$ cat config.mk
export PLATFORM = sky130hd
export DESIGN_NAME = ternary_mvm_stream
export DESIGN_NICKNAME = d
export VERILOG_FILES = /design/src/rtl/ternary_mvm_stream.sv
export SDC_FILE = /design/constraint.sdc
export NUM_CORES = 1
export LEC_CHECK = 0
export ABC_AREA = 1
export BUFFER_PORTS_ARGS = -buffer_cell sky130_fd_sc_hd__buf_4
export CELL_PAD_IN_SITES_DETAIL_PLACEMENT = 0
export CELL_PAD_IN_SITES_GLOBAL_PLACEMENT = 2
export CORE_ASPECT_RATIO = 0.5
export CORE_MARGIN = 5
export CORE_UTILIZATION = 30
export CTS_CLUSTER_DIAMETER = 60
export DETAILED_ROUTE_END_ITERATION = 8
export PLACE_DENSITY_LB_ADDON = 0.1
export SETUP_SLACK_MARGIN = 0.1
export SYNTH_ARGS = -nofsm -noshare
export SYNTH_HDL_FRONTEND = slang
export SYNTH_SLANG_ARGS = --single-unit
export TNS_END_PERCENT = 100
$ cat constraint.sdc
create_clock -name clk -period 6.2 [get_ports clk]
set_input_delay 0.31 -clock clk [delete_from_list [all_inputs] [get_ports clk]]
set_output_delay 0.31 -clock clk [all_outputs]
set_load 0.1 [all_outputs]
$ cat src/rtl/ternary_mvm_stream.sv
// ternary_mvm_stream: streaming ternary-weight matrix-vector multiply.
// A vector of IN_LEN signed elements arrives LANES per beat; every column
// accumulates weight(r,c)*x_r in parallel. Once the vector is complete, the
// OUT_LEN column sums are drained one word per handshake, each saturated or
// wrapped to BW bits.
//
// Ports:
//   clk, rst_n           clock, asynchronous active-low reset
//   in_valid / in_ready  input beat handshake (ready only while accumulating)
//   vec_in               LANES signed elements, lane l at [l*BW +: BW]
//   w                    ternary weights, weight(r,c) at [2*(r*OUT_LEN+c) +: 2]
//   clear                synchronous abort of the vector in flight
//   out_valid/out_ready  result word handshake (valid only while draining)
//   vec_out              current result word
//   out_last             high on column OUT_LEN-1
//   sat_flag             current word was clamped (SAT=1 only)
module ternary_mvm_stream #(
    parameter int unsigned IN_LEN  = 16,
    parameter int unsigned OUT_LEN = 8,
    parameter int unsigned BW      = 8,
    parameter int unsigned LANES   = 2,
    parameter int unsigned SAT     = 1
) (
    input  logic                          clk,
    input  logic                          rst_n,
    input  logic                          in_valid,
    output logic                          in_ready,
    input  logic [LANES*BW-1:0]           vec_in,
    input  logic [2*IN_LEN*OUT_LEN-1:0]   w,
    input  logic                          clear,
    output logic                          out_valid,
    input  logic                          out_ready,
    output logic [BW-1:0]                 vec_out,
    output logic                          out_last,
    output logic                          sat_flag
);

    localparam int unsigned BEATS   = IN_LEN / LANES;
    localparam int unsigned ACC_W   = BW + $clog2(IN_LEN) + 1;
    localparam int unsigned KW      = (BEATS > 1) ? $clog2(BEATS) : 1;
    localparam int unsigned JW      = (OUT_LEN > 1) ? $clog2(OUT_LEN) : 1;
    localparam int unsigned BEAT_WW = 2 * LANES * OUT_LEN;

    localparam logic [KW-1:0] LAST_K = KW'(BEATS - 1);
    localparam logic [JW-1:0] LAST_J = JW'(OUT_LEN - 1);

    localparam logic signed [ACC_W-1:0] MAX_V = ACC_W'((1 << (BW - 1)) - 1);
    localparam logic signed [ACC_W-1:0] MIN_V = ~MAX_V;

    localparam logic [0:0] ACCUM = 1'b0;
    localparam logic [0:0] DRAIN = 1'b1;

    logic [0:0]              state_q, state_d;
    logic [KW-1:0]           k_q, k_d;
    logic [JW-1:0]           j_q, j_d;
    logic signed [ACC_W-1:0] acc_q [OUT_LEN];
    logic signed [ACC_W-1:0] acc_d [OUT_LEN];

    logic                    in_ready_d, out_valid_d, out_last_d, sat_flag_d;
    logic [BW-1:0]           vec_out_d;

    logic [BEAT_WW-1:0]      beat_w;
    logic signed [ACC_W-1:0] sum;
    logic signed [ACC_W-1:0] lane;
    logic signed [ACC_W-1:0] sel;
    logic [1:0]              wsel;
    logic                    over, under;

    // State register, counters, accumulators and registered outputs
    always_ff @(posedge clk or negedge rst_n) begin
        if (!rst_n) begin
            state_q   <= ACCUM;
            k_q       <= '0;
            j_q       <= '0;
            for (int c = 0; c < int'(OUT_LEN); c++) begin
                acc_q[c] <= '0;
            end
            in_ready  <= 1'b1;
            out_valid <= 1'b0;
            vec_out   <= '0;
            out_last  <= 1'b0;
            sat_flag  <= 1'b0;
        end else begin
            state_q   <= state_d;
            k_q       <= k_d;
            j_q       <= j_d;
            for (int c = 0; c < int'(OUT_LEN); c++) begin
                acc_q[c] <= acc_d[c];
            end
            in_ready  <= in_ready_d;
            out_valid <= out_valid_d;
            vec_out   <= vec_out_d;
            out_last  <= out_last_d;
            sat_flag  <= sat_flag_d;
        end
    end

    // Next state, accumulate datapath and next output values
    always_comb begin
        state_d     = state_q;
        k_d         = k_q;
        j_d         = j_q;
        for (int c = 0; c < int'(OUT_LEN); c++) begin
            acc_d[c] = acc_q[c];
        end
        in_ready_d  = 1'b1;
        out_valid_d = 1'b0;
        out_last_d  = 1'b0;
        sat_flag_d  = 1'b0;
        vec_out_d   = '0;
        sum         = '0;
        lane        = '0;
        wsel        = 2'b00;
        sel         = '0;
        over        = 1'b0;
        under       = 1'b0;

        // Only the weight rows belonging to the current beat are used
        beat_w = BEAT_WW'(w >> (BEAT_WW * k_q));

        if (clear) begin
            state_d = ACCUM;
            k_d     = '0;
            j_d     = '0;
        end else if (state_q == ACCUM) begin
            if (in_valid) begin
                for (int c = 0; c < int'(OUT_LEN); c++) begin
                    // First beat restarts the sum, so no separate acc wipe is needed
                    sum = (k_q == '0) ? '0 : acc_q[c];
                    for (int l = 0; l < int'(LANES); l++) begin
                        lane = ACC_W'(signed'(vec_in[l*BW +: BW]));
                        wsel = beat_w[2*(l*int'(OUT_LEN)+c) +: 2];
                        if (wsel == 2'b01) begin
                            sum = sum + lane;
                        end else if (wsel == 2'b11) begin
                            sum = sum - lane;
                        end
                    end
                    acc_d[c] = sum;
                end
                if (k_q == LAST_K) begin
                    state_d = DRAIN;
                    k_d     = '0;
                    j_d     = '0;
                end else begin
                    k_d = k_q + KW'(1);
                end
            end
        end else begin
            if (out_ready) begin
                if (j_q == LAST_J) begin
                    state_d = ACCUM;
                    k_d     = '0;
                    j_d     = '0;
                end else begin
                    j_d = j_q + JW'(1);
                end
            end
        end

        // Output word for the column selected after this edge
        for (int c = 0; c < int'(OUT_LEN); c++) begin
            if (j_d == JW'(c)) begin
                sel = acc_d[c];
            end
        end
        over  = sel > MAX_V;
        under = sel < MIN_V;

        in_ready_d  = (state_d == ACCUM);
        out_valid_d = (state_d == DRAIN);
        if (state_d == DRAIN) begin
            out_last_d = (j_d == LAST_J);
            if (SAT != 0) begin
                sat_flag_d = over | under;
                vec_out_d  = over  ? MAX_V[BW-1:0] :
                             under ? MIN_V[BW-1:0] : sel[BW-1:0];
            end else begin
                vec_out_d  = sel[BW-1:0];
            end
        end
    end

endmodule

* Word level (Yosys, flattened, before mapping)
Index checks and enable logic that the tools add are counted.
** Storage, ports and cells
- Latch bits :: 0
- Flip-flop bits (word level) :: 122
- Memories kept :: 0
- Bits in read-only memories :: 0
- RAM bits :: 0
- Word-level logic and storage cells :: 199
** Cells by class
- Reductions and logical operators :: 4
- Mux-type cells :: 98
- $add $sub $neg :: 34
- Shift operators :: 1
- Bitwise logic cells :: 2
- Magnitude comparators :: 2
- Multiply operators :: 0
- Divide/modulo/power cells :: 0
- Eq/ne operators :: 43
** Operators by type and width (number)
- $mux W13 :: 72
- $mux W104 :: 3
- $shr A256 B8 Y32 :: 1
- $add A13 B8 Y13 :: 16
- $sub A13 B8 Y13 :: 16
- $mux W3 :: 12
- $eq A2 B1 Y1 const B :: 16
- $eq A2 B2 Y1 const B :: 16
- $mux W8 :: 3
- $eq A3 B3 Y1 const B :: 6
- $gt A13 B8 Y1 const B :: 1
- $lt A13 B8 Y1 const B :: 1
- $mux W1 :: 8
- $add A3 B1 Y3 const B :: 2
- $eq A3 B2 Y1 const B :: 2
- $logic_not A3 Y1 :: 2
- $eq A3 B1 Y1 const B :: 1
- $ne A3 B2 Y1 const B :: 1
- $ne A3 B3 Y1 const B :: 1
- $reduce_and A3 Y1 :: 1
- $reduce_bool A3 Y1 :: 1
- $not A1 Y1 :: 1
- $or A1 B1 Y1 :: 1

* Longest topological paths before layout
- Depth after elaboration :: 26
- Mapped depth :: 48

* Worst setup path before layout
No wires, ideal clock.
- Path type :: register to register
- From :: register k_q[0]
- To :: register vec_out[0]
- Data required time :: 6.082 ns
- Period minus slack after synthesis :: 6.025 ns
- Stages on the path, launching flop included :: 44
- Setup slack :: 0.175 ns
- Data arrival time :: 5.907 ns
- Cell sequence :: dfrtp_1 -> inv_2 -> buf_6 -> buf_6 -> buf_2 -> ha_1 -> nand2_1 -> buf_2 -> inv_2 -> buf_2 -> buf_2 -> buf_2 -> buf_1 -> nor2_1 -> ha_1 -> clkbuf_1 -> inv_1 -> nand2_1 -> [... 8 more ...] -> ha_1 -> clkbuf_1 -> nor4_1 -> or3b_2 -> nand3_1 -> nand2_1 -> nand3_1 -> nand2_1 -> a21oi_1 -> nand2_1 -> nand2_1 -> nand2_1 -> nand2_1 -> nand3_1 -> nor2_1 -> nand3_2 -> a21oi_1 -> nor2_1
** On the way
- Word-level cells in the longest chain between the ends :: 26
- Elaborated cells on any way between the ends :: 163
- Those cells by class :: 32 x add/sub; 2 x order compare; 40 x eq/ne; 1 x shift; 86 x mux; 2 x reduce/logical
** Ends and longest elaborated chain
- start: declaration :: line 54 : logic [KW-1:0] k_q, k_d;
- start signal: assignment :: line 85 : k_q <= k_d;
- $logic_not A3 Y1 :: line 129 : sum = (k_q == '0) ? '0 : acc_q[c];
- $mux W13 :: line 129
- $sub A13 B8 Y13 :: line 136 : sum = sum - lane;
- $mux W13 :: line 135 : end else if (wsel == 2'b11) begin
- $mux W13 :: line 133 : if (wsel == 2'b01) begin
- $mux W13 :: line 126 : if (in_valid) begin
- $mux W13 :: line 125 : end else if (state_q == ACCUM) begin
- $mux W13 :: line 121 : if (clear) begin
- [... 4 more ...]
- $mux W104 :: line 125
- $mux W104 :: line 121
- $mux W13 (8 in a row) :: line 163 : if (j_d == JW'(c)) begin
- $lt A13 B8 Y1 :: line 168 : under = sel < MIN_V;
- $mux W8 :: line 177 : under ? MIN_V[BW-1:0] : sel[BW-1:0];
- $mux W8 :: line 176 : vec_out_d = over ? MAX_V[BW-1:0] :
- $mux W8 (*) :: line 172 : if (state_d == DRAIN) begin
- via vec_out_d[0] :: line 60 : logic [BW-1:0] vec_out_d;
- end signal: assignment :: line 92 : vec_out <= vec_out_d;
- end: declaration :: line 33 : output logic [BW-1:0] vec_out,
The timed path passes the listed nets; every way through them passes the cells marked *. The select of a mux whose other input is x is not followed.
A chain may end at the register's enable or synchronous reset.

* Final worst setup path
- From :: register k_q[0]
- To :: register vec_out[1]
The elaborated chain is that of the path after synthesis.

==> reports/qor.txt <==
outcome -> complete, no violations
drt via density -> 5.262
buffer depth of the longest clock path -> 2
max cap viols -> 0
post-route ant nets -> 0
TNS Setup -> 0 ns
area of the core -> 0.1033 mm^2
syn_nets -> 6046
IO Pins -> 289
Inserted Clock Buffers -> 17
slew of the pin with the lowest slew margin -> 1.271 ns
die width -> 467.8 um
die height -> 238.9 um
average size of a mapped cell -> 5.888 um^2
initial antenna violation count -> 9
CP most frequent cell -> nand2_1
synthesized flop and latch total -> 122
clock power share -> 0.059
final setup vio count -> 0
clock latency on the worst-skew pair -> 0.48 ns
CTS tree -> built
kind of cell adding the most delay to the critical path -> simple AND/OR/NAND/NOR gates
wirelength, routed -> 162900 um
Seq pwr share -> 0.067
Critical Path RT -> 6.61 ns
top-area cell type share of the netlist area -> 0.1584
PwrDens -> 500.6 mW/mm^2
Crit-path slowest cell -> dfrtp_4
Pleak -> 19.74 nW
Synthesis Warnings -> 0
first-pass GRT wire length -> 237000 um
HP Class -> input pin to register
FMAX -> 170.9 MHz
DRT Pass-1 Iters -> 6
ys async rst share -> 1.000
CP arrival -> 6.27 ns
All-Layer GR Usage -> 0.2812
Net Sw Frac -> 0.6039
RSZ-0062 raised after global routing -> true
area grow syn2layout -> 20.09%
Initial Utilization -> 0.3042
Mapped Cells -> 5339
Setup crit end kind -> register
clock transition at the registers of the reported paths -> 0.08 ns
worst-case vdd ir drop -> 0.2349 mV
Crit path largest cell delay -> 0.44 ns
routed length per placed instance -> 22.84 um
Nets -> 6422
period utilisation layout -> 0.9440
share of cells above drive strength 1 -> 0.1494
register area share after synthesis -> 0.09715
Iter 0 DRT Violations -> 3449
Main synth FF type -> dfrtp_1
filler cell count -> 11.58k
minimum clock period -> 5.853 ns
Setup CP Type -> register to register
Die Area -> 0.1118 mm^2
Slew Limit Fails -> 0
top cells by area, synth -> ha_1 (16%), nand2_1 (14%), dfrtp_1 (9.6%)
CTS sink count -> 122
GR Overflow Total -> 0
number of global-route vias before repair -> 35.93k
Buf/Inv on CP -> 9
Switch Pwr -> 0.01141 W
Synth cell types -> 63
crit path max fanout -> 11
logic gate share of total power -> 0.874
Placer Congestion -> 0.9335
Post-synth EDFFs -> 0
# rows -> 83
P_int -> 0.007486 W
pin count of the biggest net entering global routing -> 131
Clock H-tree levels -> 4
max_slew headroom -> 0.1499
DP HPWL -> 130200 um
DRC -> 0
Synth area leader -> ha_1
number of port buffers -> 288
vias -> 37.52k
CP Launch Type -> register
CTS Root Cell -> clkbuf_16
fin util -> 0.3654
Worst Skew -> 0.01604 ns
Syn Std Cell Area -> 0.03144 mm^2
final hold vios -> 0
## power by group through the flow
stage                     combinational (W)  clock [W]  sequential [W]
after floorplan                      0.0104          0         0.00122
after global placement               0.0159          0         0.00128
after detailed placement             0.0158          0         0.00128
after CTS                            0.0159    0.00113         0.00127
after global routing                 0.0183    0.00116         0.00130
final                                0.0165    0.00111         0.00127
## cells by family (layout without fill, tap and decap cells)
kind of cell    count (synthesis)  in the layout  synth area share
simple gates                 2480           2480            0.3348
compound gates               1103           1103            0.2046
buf+inv                       994           1383            0.1255
fa+ha+maj                     430            430            0.1788
xor+xnor                      207            207           0.05767
flops                         122            122           0.09715
mux                             3              3          0.001433
other cells                     0              1                 0
## path summary, 6_finish.rpt
check / from / to / slack, ns / depth (start not counted)
max: k_q[0]$_DFFE_PN0P_ / vec_out[1]$_DFF_PN0_ / 0.35 / 37
min: clear / k_q[0]$_DFFE_PN0P_ / 0.29 / 4
max reg2reg: k_q[0]$_DFFE_PN0P_ / vec_out[1]$_DFF_PN0_ / 0.35 / 37
min reg2reg: acc_q[25]$_DFF_PN0_ / acc_q[25]$_DFF_PN0_ / 0.52 / 2
max in group asynchronous: rst_n / acc_q[102]$_DFF_PN0_ / 4.36 / 3
min in group asynchronous: rst_n / acc_q[63]$_DFF_PN0_ / 0.43 / 2
## through the flow
step,instance area (um^2),power [W],setup slack (ns),hold WS [ns],instances
after global routing,37760,0.02073,0.05046,0.2843,7131
after global placement,36480,0.01714,0.08622,0.3895,7091
final,37760,0.01890,0.3470,0.2872,7131
after floorplan,31440,0.01163,0.1754,0.01441,5339
after detailed placement,36480,0.01704,0.05568,0.4127,7091
after CTS,37070,0.01826,0.1148,0.2529,7124
## worst register-to-register path: cells and delay by family, from the launching register on
family          cells  cell delay [ns]
compound gates      4             0.73
simple gates       20             2.38
buf+inv             9             1.10
flops               1             0.44
fa+ha+maj           4             1.13
## cells in the mapped netlist, types with 7 or more instances
cell,number
nand4_1,103
inv_2,34
nand2_1,1187
nand2_2,18
fa_1,32
o21bai_1,52
a21boi_0,16
o211ai_1,18
o311ai_0,8
a21oi_1,334
buf_6,11
o31ai_1,7
a21o_1,11
buf_2,42
nand3b_1,15
a221oi_1,53
o21ai_1,84
a22oi_1,36
inv_1,755
or2_2,25
nor2_4,13
nor2_1,622
a31oi_1,42
nor4_1,10
xor2_1,198
o21ai_0,341
clkbuf_1,119
and2_1,11
a211oi_1,9
o21ai_2,16
xnor2_1,9
ha_1,398
o22ai_1,49
o21a_1,8
nor3_1,69
nand3_1,386
dfrtp_1,121
buf_4,21
## flip-flops by register name (all words and copies together) (netlist names)
signal	cells
k_q	3
sat_flag	1
j_q	3
vec_out	8
in_ready	1
state_q	1
acc_q	104
out_last	1
## per-layer routing
layer	wire length [um]	part of all wire	vias to the layer above	global-route usage
li1	-	-	18270	-
met1	78110	0.48	18000	0.4041
met2	69670	0.43	1108	0.4407
met3	11980	0.074	135	0.05385
met4	3075	0.019	2	0.04901
met5	13	0.000080	-	0
## cells in the final DEF, fill, tap and decap left out, drive strengths merged, types with 37 or more instances in the layout
cell type,n
nand2,1207
inv,799
nor2,641
buf,552
o21ai,444
ha,398
nand3,388
a21oi,335
xor2,198
dfrtp,121
nand4,103
nor3,69
a221oi,54
o21bai,52
o22ai,49
a31oi,42
a22oi,37
## what timing repair did
action                                 in CTS  in global routing
setup endpoints to repair                   8                  9
endpoints found under the hold margin      64                  0
buffers inserted                            0                  3
hold buffers                                1                  0
gates resized for setup                     1                173
gates cloned                                0                  3
pin swaps                                   0                 10
## layout make-up
class,instances,area [um^2],share of cell area
diodes,1,2.502,0.00006628
clock buffers,17,425.4,0.01127
clock inverters,15,155.1,0.004109
inverters,795,3009,0.07970
multi-input cells,4223,25000,0.6622
flip-flops and latches,122,3060,0.08106
well taps,1402,1754,0.04646
repair buffers,555,4338,0.1149
repair inverters,1,8.758,0.0002320
Note: power is estimated with default switching activity, not from simulation.
